$ cat config.mk
export PLATFORM = sky130hd
export DESIGN_NAME = sp1_stkctl_flat
export DESIGN_NICKNAME = d
export VERILOG_FILES = /design/src/rtl/sp1_stkctl_pkg.sv /design/src/rtl/sp1_stkctl_if.sv /design/src/rtl/sp1_stkctl.sv /design/src/flat_wrapper.sv
export SDC_FILE = /design/constraint.sdc
export NUM_CORES = 1
export LEC_CHECK = 0
export CORE_UTILIZATION = 38
export DETAILED_ROUTE_END_ITERATION = 8
export GPL_ROUTABILITY_DRIVEN = 0
export PLACE_DENSITY_LB_ADDON = 0.15
export REMOVE_ABC_BUFFERS = 1
export SETUP_SLACK_MARGIN = 0.5
export SLEW_MARGIN = 10
export SYNTH_ARGS = -nofsm -noshare
export SYNTH_HDL_FRONTEND = slang
export SYNTH_SLANG_ARGS = --single-unit
$ cat constraint.sdc
create_clock -name clk -period 2.3 [get_ports clk]
set_input_delay 0.345 -clock clk [delete_from_list [all_inputs] [get_ports clk]]
set_output_delay 0.345 -clock clk [all_outputs]
set_load 0.01 [all_outputs]
$ cat src/rtl/sp1_stkctl_pkg.sv
// Shared types for the stack controller: op and FSM state encodings.
// Latency: none (types and constants only).
// Backpressure: n/a.
package sp1_stkctl_pkg;

  localparam int SP1_DW = 32;
  localparam int SP1_AW = 6;

  typedef enum logic [1:0] {
    OP_PUSH = 2'b00,
    OP_POP  = 2'b01,
    OP_PEEK = 2'b10,
    OP_CLR  = 2'b11
  } op_e;

  typedef enum logic [1:0] {
    ST_IDLE  = 2'b00,
    ST_ACC   = 2'b01,
    ST_RWAIT = 2'b10,
    ST_DONE  = 2'b11
  } state_e;

endpackage

$ cat src/rtl/sp1_stkctl_if.sv
// Request/ack handshake between the evaluator core and the stack controller.
// Latency: none (wiring only).
// Backpressure: requests are only honoured while busy is low; others are dropped.
interface sp1_stkctl_if
  import sp1_stkctl_pkg::*;
#(
  parameter int DW = SP1_DW
) ();

  logic          req;
  op_e           op;
  logic [DW-1:0] wdata;
  logic          ack;
  logic          err;
  logic [DW-1:0] rdata;
  logic          busy;

  // core side issues requests
  modport master (
    output req, op, wdata,
    input  ack, err, rdata, busy
  );

  // stack controller side answers them
  modport slave (
    input  req, op, wdata,
    output ack, err, rdata, busy
  );

endinterface

$ cat src/rtl/sp1_stkctl.sv
// Stack controller driving a 2**AW x DW single-port RAM; owns sp, returns pop/peek data.
// Latency: push ack 2 edges after req, pop/peek 3, clear/error 1 (all outputs registered).
// Backpressure: req ignored (not queued) while busy; next req accepted on the edge ending ack.
// Optional: define SP1_STKCTL_HWM_EN to build the high-water-mark register on hwm.
module sp1_stkctl
  import sp1_stkctl_pkg::*;
#(
  parameter int DW = SP1_DW,
  parameter int AW = SP1_AW
) (
  input  logic          clk,
  input  logic          rst,
  sp1_stkctl_if.slave   bus,
  output logic          full,
  output logic          empty,
  output logic [AW:0]   hwm,
  output logic          ram_cs,
  output logic          ram_we,
  output logic [AW-1:0] ram_adr,
  output logic [DW-1:0] ram_din,
  input  logic [DW-1:0] ram_dout
);

  localparam logic [AW:0] SP_ONE = (AW+1)'(1);
  localparam logic [AW:0] SP_MAX = SP_ONE << AW;

  state_e        state;
  op_e           op_q;
  logic [AW:0]   sp;
  logic          ack_q;
  logic          err_q;
  logic          busy_q;
  logic [DW-1:0] rdata_q;
  logic [AW:0]   sp_inc;
  logic [AW:0]   sp_dec;

`ifdef SP1_STKCTL_HWM_EN
  logic [AW:0]   hwm_q;
  assign hwm = hwm_q;
`else
  assign hwm = '0;
`endif

  assign bus.ack   = ack_q;
  assign bus.err   = err_q;
  assign bus.busy  = busy_q;
  assign bus.rdata = rdata_q;

  // neighbour values of sp used for addressing and for the commit edges
  always_comb begin
    sp_inc = sp + SP_ONE;
    sp_dec = sp - SP_ONE;
  end

  // request FSM: RAM strobes, stack pointer, status flags and ack are all registered here
  always_ff @(posedge clk) begin
    if (rst) begin
      state   <= ST_IDLE;
      op_q    <= OP_PUSH;
      sp      <= '0;
      ack_q   <= 1'b0;
      err_q   <= 1'b0;
      busy_q  <= 1'b0;
      rdata_q <= '0;
      full    <= 1'b0;
      empty   <= 1'b1;
      ram_cs  <= 1'b0;
      ram_we  <= 1'b0;
      ram_adr <= '0;
      ram_din <= '0;
`ifdef SP1_STKCTL_HWM_EN
      hwm_q   <= '0;
`endif
    end else begin
      // strobes and pulses are single-cycle unless re-armed below
      ack_q  <= 1'b0;
      err_q  <= 1'b0;
      ram_cs <= 1'b0;
      ram_we <= 1'b0;
      case (state)
        // DONE also accepts a request so ops can run back to back
        ST_IDLE, ST_DONE: begin
          state  <= ST_IDLE;
          busy_q <= 1'b0;
          if (bus.req) begin
            op_q <= bus.op;
            case (bus.op)
              OP_PUSH: begin
                if (full) begin
                  state <= ST_DONE;
                  ack_q <= 1'b1;
                  err_q <= 1'b1;
                end else begin
                  state   <= ST_ACC;
                  busy_q  <= 1'b1;
                  ram_cs  <= 1'b1;
                  ram_we  <= 1'b1;
                  ram_adr <= sp[AW-1:0];
                  ram_din <= bus.wdata;
                end
              end
              OP_POP, OP_PEEK: begin
                if (empty) begin
                  state <= ST_DONE;
                  ack_q <= 1'b1;
                  err_q <= 1'b1;
                end else begin
                  state   <= ST_ACC;
                  busy_q  <= 1'b1;
                  ram_cs  <= 1'b1;
                  ram_adr <= sp_dec[AW-1:0];
                end
              end
              default: begin
                // clear never touches the RAM
                state <= ST_DONE;
                ack_q <= 1'b1;
                sp    <= '0;
                full  <= 1'b0;
                empty <= 1'b1;
`ifdef SP1_STKCTL_HWM_EN
                hwm_q <= '0;
`endif
              end
            endcase
          end
        end
        ST_ACC: begin
          if (op_q == OP_PUSH) begin
            // write lands on this edge, so the push commits here
            state  <= ST_DONE;
            ack_q  <= 1'b1;
            busy_q <= 1'b0;
            sp     <= sp_inc;
            full   <= (sp_inc == SP_MAX);
            empty  <= 1'b0;
`ifdef SP1_STKCTL_HWM_EN
            if (sp_inc > hwm_q) hwm_q <= sp_inc;
`endif
          end else begin
            state <= ST_RWAIT;
          end
        end
        ST_RWAIT: begin
          // RAM dout is stable now; capture it and retire the pop
          state   <= ST_DONE;
          ack_q   <= 1'b1;
          busy_q  <= 1'b0;
          rdata_q <= ram_dout;
          if (op_q == OP_POP) begin
            sp    <= sp_dec;
            full  <= 1'b0;
            empty <= (sp_dec == '0);
          end
        end
        default: state <= ST_IDLE;
      endcase
    end
  end

endmodule
$ cat src/flat_wrapper.sv
// flat-port wrapper written by rule: the top's interface ports become plain ports
module sp1_stkctl_flat import sp1_stkctl_pkg::*;
#(
  parameter int DW = SP1_DW,
  parameter int AW = SP1_AW
)
  (clk, rst, full, empty, hwm, ram_cs, ram_we, ram_adr, ram_din, ram_dout, bus_req, bus_op, bus_wdata, bus_ack, bus_err, bus_rdata, bus_busy);
  sp1_stkctl_if #(.DW(DW)) bus_i ();
  input  logic clk;
  input  logic rst;
  output logic full;
  output logic empty;
  output logic [AW:0] hwm;
  output logic ram_cs;
  output logic ram_we;
  output logic [AW-1:0] ram_adr;
  output logic [DW-1:0] ram_din;
  input  logic [DW-1:0] ram_dout;
  input wire logic [$bits(bus_i.req)-1:0] bus_req;
  input wire logic [$bits(bus_i.op)-1:0] bus_op;
  input wire logic [$bits(bus_i.wdata)-1:0] bus_wdata;
  output wire logic [$bits(bus_i.ack)-1:0] bus_ack;
  output wire logic [$bits(bus_i.err)-1:0] bus_err;
  output wire logic [$bits(bus_i.rdata)-1:0] bus_rdata;
  output wire logic [$bits(bus_i.busy)-1:0] bus_busy;
  assign bus_i.req = bus_req;
  assign bus_i.op = bus_op;
  assign bus_i.wdata = bus_wdata;
  assign bus_ack = bus_i.ack;
  assign bus_err = bus_i.err;
  assign bus_rdata = bus_i.rdata;
  assign bus_busy = bus_i.busy;
  sp1_stkctl #(.DW(DW), .AW(AW)) u_core (.clk(clk), .rst(rst), .bus(bus_i), .full(full), .empty(empty), .hwm(hwm), .ram_cs(ram_cs), .ram_we(ram_we), .ram_adr(ram_adr), .ram_din(ram_din), .ram_dout(ram_dout));
endmodule
; ---- Word-level counts from Yosys, hierarchy flattened
; Cells that the tools add are included.
; Widths: inputs -> output; s select.
[word_totals]
regBits = 88
out_inout_bits = 84
[classes]
n_addsub = 2
n_eq_ne = 13
n_mux = 36
bitwise_logic = 4
reduce_logical = 15
[op_table]
columns = op, n
row1 = $mux 7, 4
row2 = $pmux 7 s3, 1
row3 = $mux 1, 16
row4 = $mux 6, 2
row5 = $pmux 1 s3, 4
row6 = $pmux 6 s2, 1
row7 = $ne 2x2->1 const B, 4
row8 = $reduce_and 4->1, 2
row9 = $add 7x1->7 const B, 1
row10 = $eq 7x7->1 const B, 1
row11 = $logic_not 7->1, 1
row12 = $sub 7x1->7 const B, 1
row13 = $eq 2x1->1 const B, 3
row14 = $eq 2x2->1 const B, 3
row15 = $logic_not 2->1, 3
row16 = $mux 2, 3
row17 = $pmux 1 s2, 3
row18 = $pmux 2 s3, 1
row19 = $reduce_or 2->1, 3
row20 = $reduce_or 3->1, 2
row21 = $reduce_and 5->1, 1
row22 = $ne 2x1->1 const B, 2
row23 = $not 1->1, 4
row24 = $pmux 2 s2, 1
row25 = other kinds (3), 3

; ---- Longest topological paths before layout
; Gate-level depths: netlist of run 1.
[depth]
word_depth = 5
depth_mapped = 9

; ---- Worst setup path after synthesis of run 1
; No wires, ideal clock.
[synth_path]
path_kind = register to register
start = register u_core.state[0]
end = register u_core.sp[0]
arrival_ps = 1693
setup_slack_ps = 537
path_stages_with_launch = 8
path_buffers = 1
period_less_slack_ps = 1763
cell_sequence = dfxtp_1 inv_1 ha_1 buf_6 a21bo_4 o2111ai_4 or4_1 a21oi_1
[synth_between]
elab_chain_len = 4
elab_cells_between_ends = 11
cone_classes = eq/ne: 7 / mux: 1 / reduce/logical: 3
[synth_rtl]
columns = item, line_no
row1 = "start, declared", sp1_stkctl.sv:27  ; state_e state;
row2 = "start signal, assigned", sp1_stkctl.sv:58  ; state <= ST_IDLE;
row3 = "start signal, assigned", sp1_stkctl.sv:83  ; state <= ST_IDLE;
row4 = "start signal, assigned", sp1_stkctl.sv:90  ; state <= ST_DONE;
row5 = $eq 2x2->1 / $logic_not 2->1 (equally long branches), sp1_stkctl.sv:80  ; case (state)
row6 = $reduce_or 2->1, sp1_stkctl.sv:80
row7 = $ne 2x2->1 (no line), -
row8 = $reduce_and 4->1 (no line), -
row9 = "end signal, assigned", sp1_stkctl.sv:134  ; sp <= sp_inc;
row10 = "end signal, assigned", sp1_stkctl.sv:151  ; sp <= sp_dec;
row11 = "end, declared", sp1_stkctl.sv:29  ; logic [AW:0] sp;
; Several ways; a longest one is shown, not always the timed one.
; A chain may end at the register's enable or synchronous reset.

; ---- Worst setup path in the final report of run 1
[layout_path]
start = register u_core.sp[0]
end = register u_core.full
[layout_between]
elab_chain_len = 4
[layout_rtl]
columns = item, line_no
row1 = $add 7x1->7, sp1_stkctl.sv:51  ; sp_inc = sp + SP_ONE;
row2 = $eq 7x7->1, sp1_stkctl.sv:135  ; full <= (sp_inc == SP_MAX);
row3 = $mux 1, sp1_stkctl.sv:129  ; if (op_q == OP_PUSH) begin
row4 = $pmux 1 s3, sp1_stkctl.sv:80
row5 = "end signal, assigned", sp1_stkctl.sv:135
row6 = "end, declared", sp1_stkctl.sv:14  ; output logic full,
; No other way between the ends. The select of a mux whose other input is x is not followed.

==> results_dict.tcl, run 1 <==
set metrics [dict create \
    outcome "complete, no violations" \
    yosysWarnings 0 \
    clock_latency_ns 0.35 \
    grt_use_total_pct 17.5 \
    max_slew_margin_pct 56.6 \
    rsz0062_at_grt "no" \
    antenna_found_initial 0 \
    synthArstFlopShare_pct 0 \
    drtAntennaViolNets 0 \
    drt-wirelength-per-cell_um 13.0 \
    cts_tree "built" \
    finalClockSkew_ns 0.00645 \
    max-vdd-ir-drop_uv 425 \
    synth.top_cell.area_share_pct 46.5 \
    synth_cell_types 49 \
    first_pass_iters 4 \
    ys_seq_area_share_pct 46.5 \
    post_dp_cell_area_um2 5280 \
    worstMarginPinSlew_ns 0.651 \
    p_per_area_nw_per_um2 899 \
    max_freq_mhz 594 \
    yosysTopAreaCell "dfxtp_1" \
    grt_max_degree 64 \
    num_io_pins 153 \
    fp-row-count 36 \
    viasPerCell 4.80 \
    vias 3415 \
    core_um2 9730 \
    min_path_type "input pin to register" \
    fp.dieW_um 102 \
    cp.arrival_ns 1.95 \
    total_leakage_power_nw 2.10 \
    p_switching_mw 1.66 \
    n_fill_cell 884 \
    finalHoldViolations 0 \
    wl_um 9230 \
    endpoint_kind "register" \
    clock-sinks 88 \
    grt_pass1_vias 3197 \
    fin_nets 651 \
    diodes 0 \
    syn_avg_cell_area_um2 8.75 \
    dp_hpwl_um 6370 \
    p_int_mw 3.45 \
    crit_fanout 6 \
    final_cell_mix "clkdlybuf4s50_1, dfxtp_1, nand2_1" \
    slew_viol_final 0 \
    synth_area_leaders "dfxtp_1, mux2i_1, nand2_1" \
    drtIter0Drc 94 \
    combPwrFrac_pct 38.4 \
    portBuffers 145 \
    area_growth_pct 50.0 \
    crit_slowest_cell "dfxtp_4" \
    crit_type "register to register" \
    grt_pass1_wl_um 14400 \
    h-tree-depth 3 \
    numCtsBuffers 9 \
    critPathLaunch "u_core.sp[0]" \
    clk_pin_slew_ns 0.09 \
    crit_family "compound AO/OA/AOI/OAI gates" \
    route.detailed.drc 0 \
    cts_root_buf "clkbuf_8" \
    finalSetupTns_ns 0 \
    worstReg2RegStart "u_core.sp[0]" \
    setup_viol 0 \
    drive_gt1_share_pct 11.2 \
    swShare_pct 32.5 \
    final_common_cell "clkdlybuf4s50_1" \
    hold_start "bus_op[0]" \
    cp_slowest_stage_delay_ns 0.38 \
    required_ns 2.57 \
    yosys_most_used_dff "dfxtp_1" \
    postSynthCellCount 433 \
    grt_overflow 0 \
    finalInstanceArea_um2 5680 \
    crit_path_cell_trace "ha_2, and3_2, or2_1, a211oi_2, o21ai_1, o31ai_1" \
    cap_violations 0 \
    cp.buffers_inverters 0 \
    min_period_ns 1.68 \
    synth_edf_count 0 \
    post-route-period-util_pct 73.2 \
    clockPowerShare_pct 23.7 \
    die_h_um 102 \
    power_frac_seq_pct 37.9 \
    holdBufCountCts 0 \
    cts_buffer_depth 2 \
    startpoint_type "register" \
    synth_seq_cells 88 \
    die_area_um2 10400 \
    initial_core_util_pct 39.0 \
    synth_area_um2 3790 \
]
timing repair:
item,4_1_cts,5_1_grt
pin swaps,1,9
setup endpoints to repair,11,11
buffers inserted,0,8
gates cloned,0,1
resized for setup,8,26
worst register-to-register path, delay by kind of cell (launching register included):
kind	cells	cell delay [ns]
simple gates	2	0.48
fa+ha+maj	1	0.22
compound gates	3	0.53
flops	1	0.38
per-stage QoR:
stage               hold slack, ns  cells  utilization, %  power [mW]  worst slack, ns
global placement             0.440    687            54.3        3.72            0.153
global route                 0.350    711            58.4        5.43            0.506
detailed placement           0.447    687            54.3        3.74            0.113
floorplan                    0.414    400               -        3.01           -0.493
finish                       0.348    711            58.4        5.11            0.616
CTS                          0.352    702            57.0        5.04            0.488
state kept, by name, indices dropped and copies added, names as in the netlist:
signal	cells
u_core.bus.busy	1
u_core.full	1
u_core.state	2
u_core.bus.ack	1
u_core.ram_din	32
u_core.ram_cs	1
u_core.ram_adr	6
u_core.bus.rdata	32
u_core.bus.err	1
u_core.op_q	2
u_core.ram_we	1
u_core.sp	7
u_core.empty	1
cell type report:
type	count	area [um^2]	area share, %
Multi-Input combinational cell	304	1880	33.1
Sequential cell	88	1770	31.2
Timing Repair Buffer	163	1610	28.3
Tap cell	133	166	2.93
Clock buffer	10	138	2.42
Clock inverter	5	88.8	1.56
Inverter	8	30.0	0.528
path summary, 6_finish.rpt:
check	slack, ns	depth (start not counted)	to
setup / recovery	0.62	6	u_core.full
hold / removal	0.35	3	u_core.op_q[0]
setup reg to reg	0.62	6	u_core.full
hold reg to reg	0.46	2	u_core.ram_din[10]
logic make-up (layout without fill, tap and decap cells):
logic type	after synthesis	count (layout)	share of synthesized area (%)
simple gates	163	163	18.5
xor+xnor	15	15	3.47
mux	34	34	8.98
buf+inv	47	186	6.80
compound gates	77	77	13.0
flops	88	88	46.5
fa+ha+maj	8	8	2.64
other cells	1	7	0.0989
Yosys cell counts (all sizes together) (3+ instances only):
library cell and instances:
nor2 51, clkbuf 10, mux2i 34, buf 28, inv 8, nor3 4
a22oi 5, o21ai 10, nand2 82, xor2 8, a211oi 6, dfxtp 88
ha 8, xnor2 7, nand3 7, nor3b 3, nand2b 4, a21oi 40
layer usage:
layer | vias to the layer above | share of wire (%) | global-route usage [%]
met1 | 1579 | 43 | 20.9
met4 | 0 | 1.2 | 6.26
met2 | 110 | 48 | 29.4
met3 | 11 | 7.8 | 5.81
met5 | - | 0 | 0
li1 | 1715 | - | -
power by group through the flow:
stage          clock network [mW]  logic, mW  registers, mW
2_1_floorplan                   0      0.998           2.01
3_3_place_gp                    0       1.77           1.95
3_5_place_dp                    0       1.79           1.95
4_1_cts                      1.25       1.86           1.93
5_1_grt                      1.32       2.13           1.97
6_report                     1.21       1.96           1.94
No activity file was read; power rests on OpenSTA's default activity.
==> inputs of run 2 (changes only) <==
- clock period: 2.3 -> 1.45 ns (I/O delays scaled with it)
==> run 2 against run 1 <==
Net effect:
- the run now ends with negative setup slack left
- via count up 12%
- sequential power up 62%
- power up 93%
- clock-buffer cell count up 3
- routed wire length up 33%
- non-clock buffer count up 65
- flip-flop and latch count unchanged
- critical endpoint is now u_core.ram_din[19]
- largest cell class is now non-clock buffers
- largest power group unchanged
==> results_dict.tcl, run 2 (synthesized netlist as in run 1, its figures left out) <==
set metrics [dict create \
    outcome "finished, violations left" \
    violations "negative setup slack" \
    cap_violations 0 \
    cp_slowest_stage_delay_ns 0.35 \
    fin_nets 716 \
    startpoint_type "register" \
    hold_depth 3 \
    slew_viol_final 0 \
    ff2ff_path_depth 9 \
    finalWorstSetupSlack_ns -0.241 \
    viasPerCell 4.93 \
    cts_root_buf "clkbuf_8" \
    h-tree-depth 3 \
    rsz0062_at_grt "yes" \
    cts_tree "built" \
    n_fill_cell 702 \
    finalClockSkew_ns 0.0109 \
    area_growth_pct 85.8 \
    crit_type "register to register" \
    diodes 0 \
    final_common_cell "buf_6" \
    core_um2 9730 \
    clock-sinks 88 \
    grt_overflow 0 \
    portBuffers 145 \
    min_period_ns 1.69 \
    total_leakage_power_nw 2.92 \
    crit_slowest_cell "dfxtp_2" \
    post-route-period-util_pct 117 \
    wl_um 12300 \
    grt_max_degree 66 \
    clock_latency_ns 0.36 \
    p_per_area_nw_per_um2 1400 \
    final_cell_mix "buf_6, dfxtp_2, clkdlybuf4s50_1" \
    hold_start "bus_op[0]" \
    num_io_pins 153 \
    clk_pin_slew_ns 0.09 \
    initial_core_util_pct 39.0 \
    reg2reg_slack_ns -0.24 \
    finalHoldViolations 0 \
    fp-row-count 36 \
    required_ns 1.74 \
    worstReg2RegStart "u_core.state[0]" \
    first_pass_iters 4 \
    max_freq_mhz 591 \
    dp_hpwl_um 6890 \
    fp.dieW_um 102 \
    setup_viol 48 \
    finalSetupTns_ns -8.54 \
    crit_fanout 8 \
    dpl.cell_count 719 \
    route.detailed.drc 0 \
    die_h_um 102 \
    cp.arrival_ns 1.98 \
    drtIter0Drc 115 \
    crit_path_cell_trace "inv_2, ha_4, buf_6, nand2_4, buf_6, nor2_4, clkbuf_16, nand2_4, a21oi_2" \
    instances_no_fill 776 \
    timing.rr.end "u_core.ram_din[19]" \
    grt_use_total_pct 21.2 \
    min_to "u_core.op_q[0]" \
    grt_pass1_wl_um 17000 \
    grt_pass1_vias 3600 \
    min_path_type "input pin to register" \
    die_area_um2 10400 \
    drt-wirelength-per-cell_um 15.9 \
    antenna_found_initial 0 \
    cts_buffer_depth 2 \
    vias 3826 \
    max-vdd-ir-drop_uv 686 \
    drtAntennaViolNets 0 \
    drive_gt1_share_pct 55.7 \
    holdBufCountCts 0 \
    endpoint_kind "register" \
    numCtsBuffers 9 \
]
-- run 2: per-layer routing --
layer | up-vias | wire [um] | global-route usage (%)
met5 | - | 0 | 0
li1 | 1843 | - | -
met4 | 0 | 161 | 8.46
met3 | 14 | 741 | 6.77
met1 | 1851 | 5050 | 25.3
met2 | 118 | 6350 | 35.5
-- run 2: worst max path at each step --
| stage | startpoint | to | slack, ns | cells after the start |
|---|---|---|---|---|
| final | u_core.state[0] | u_core.ram_din[19] | -0.24 | 9 |
| after global routing | u_core.state[0] | u_core.ram_din[14] | -0.31 | 9 |
| after CTS | u_core.state[0] | u_core.sp[0] | -0.19 | 6 |
| after detailed placement | bus_op[0] | u_core.ram_adr[1] | -0.57 | 9 |
| after global placement | bus_op[0] | u_core.ram_adr[1] | -0.50 | 9 |
| after floorplan | u_core.state[0] | u_core.empty | -1.34 | 7 |
-- run 2: layout make-up --
| class | count | area, um^2 | area share [%] |
|---|---|---|---|
| flip-flops and latches | 88 | 1870 | 26.5 |
| multi-input cells | 304 | 2320 | 33.0 |
| inverters | 8 | 32.5 | 0.462 |
| clock inverters | 2 | 38.8 | 0.551 |
| clock buffers | 13 | 159 | 2.26 |
| repair buffers | 228 | 2450 | 34.8 |
| well taps | 133 | 166 | 2.36 |
-- run 2: where the power goes --
part | internal, mW | switching (mW) | total (mW) | leakage (nW)
combinational | 2.82 | 2.13 | 4.95 | 2.06
sequential | 2.82 | 0.325 | 3.15 | 0.752
clock | 0.888 | 0.878 | 1.77 | 0.0997
total | 6.53 | 3.33 | 9.86 | 2.92
-- run 2: metrics by stage --
step	setup slack, ns	utilization [%]	area (um^2)	hold slack, ns	power (mW)
global placement	-0.499	57.0	5550	0.441	6.26
finish	-0.241	72.4	7040	0.163	9.86
CTS	-0.187	65.9	6410	0.181	9.12
floorplan	-1.34	-	3580	0.287	4.77
detailed placement	-0.570	57.0	5550	0.446	6.31
global route	-0.309	72.4	7040	0.160	10.4
-- run 2: what timing repair did --
| action | 4_1_cts | 5_1_grt |
|---|---|---|
| pin swaps | 15 | 69 |
| endpoints found under the setup margin | 165 | 165 |
| resized for setup | 518 | 122 |
| setup buffers | 18 | 15 |
| cloned | 6 | 3 |
-- run 2: critical path: cells and delay by family, from the launching register on --
kind	cells	cell delay (ns)
compound gates	1	0.13
fa+ha+maj	1	0.29
buf+inv	4	0.52
flops	1	0.35
simple gates	3	0.32
==> inputs of run 3 (changes only) <==
- HOLD_SLACK_MARGIN: not set -> 0.02
==> results of run 3 <==
Final layout, timing and power as in run 2 (identical DEF).
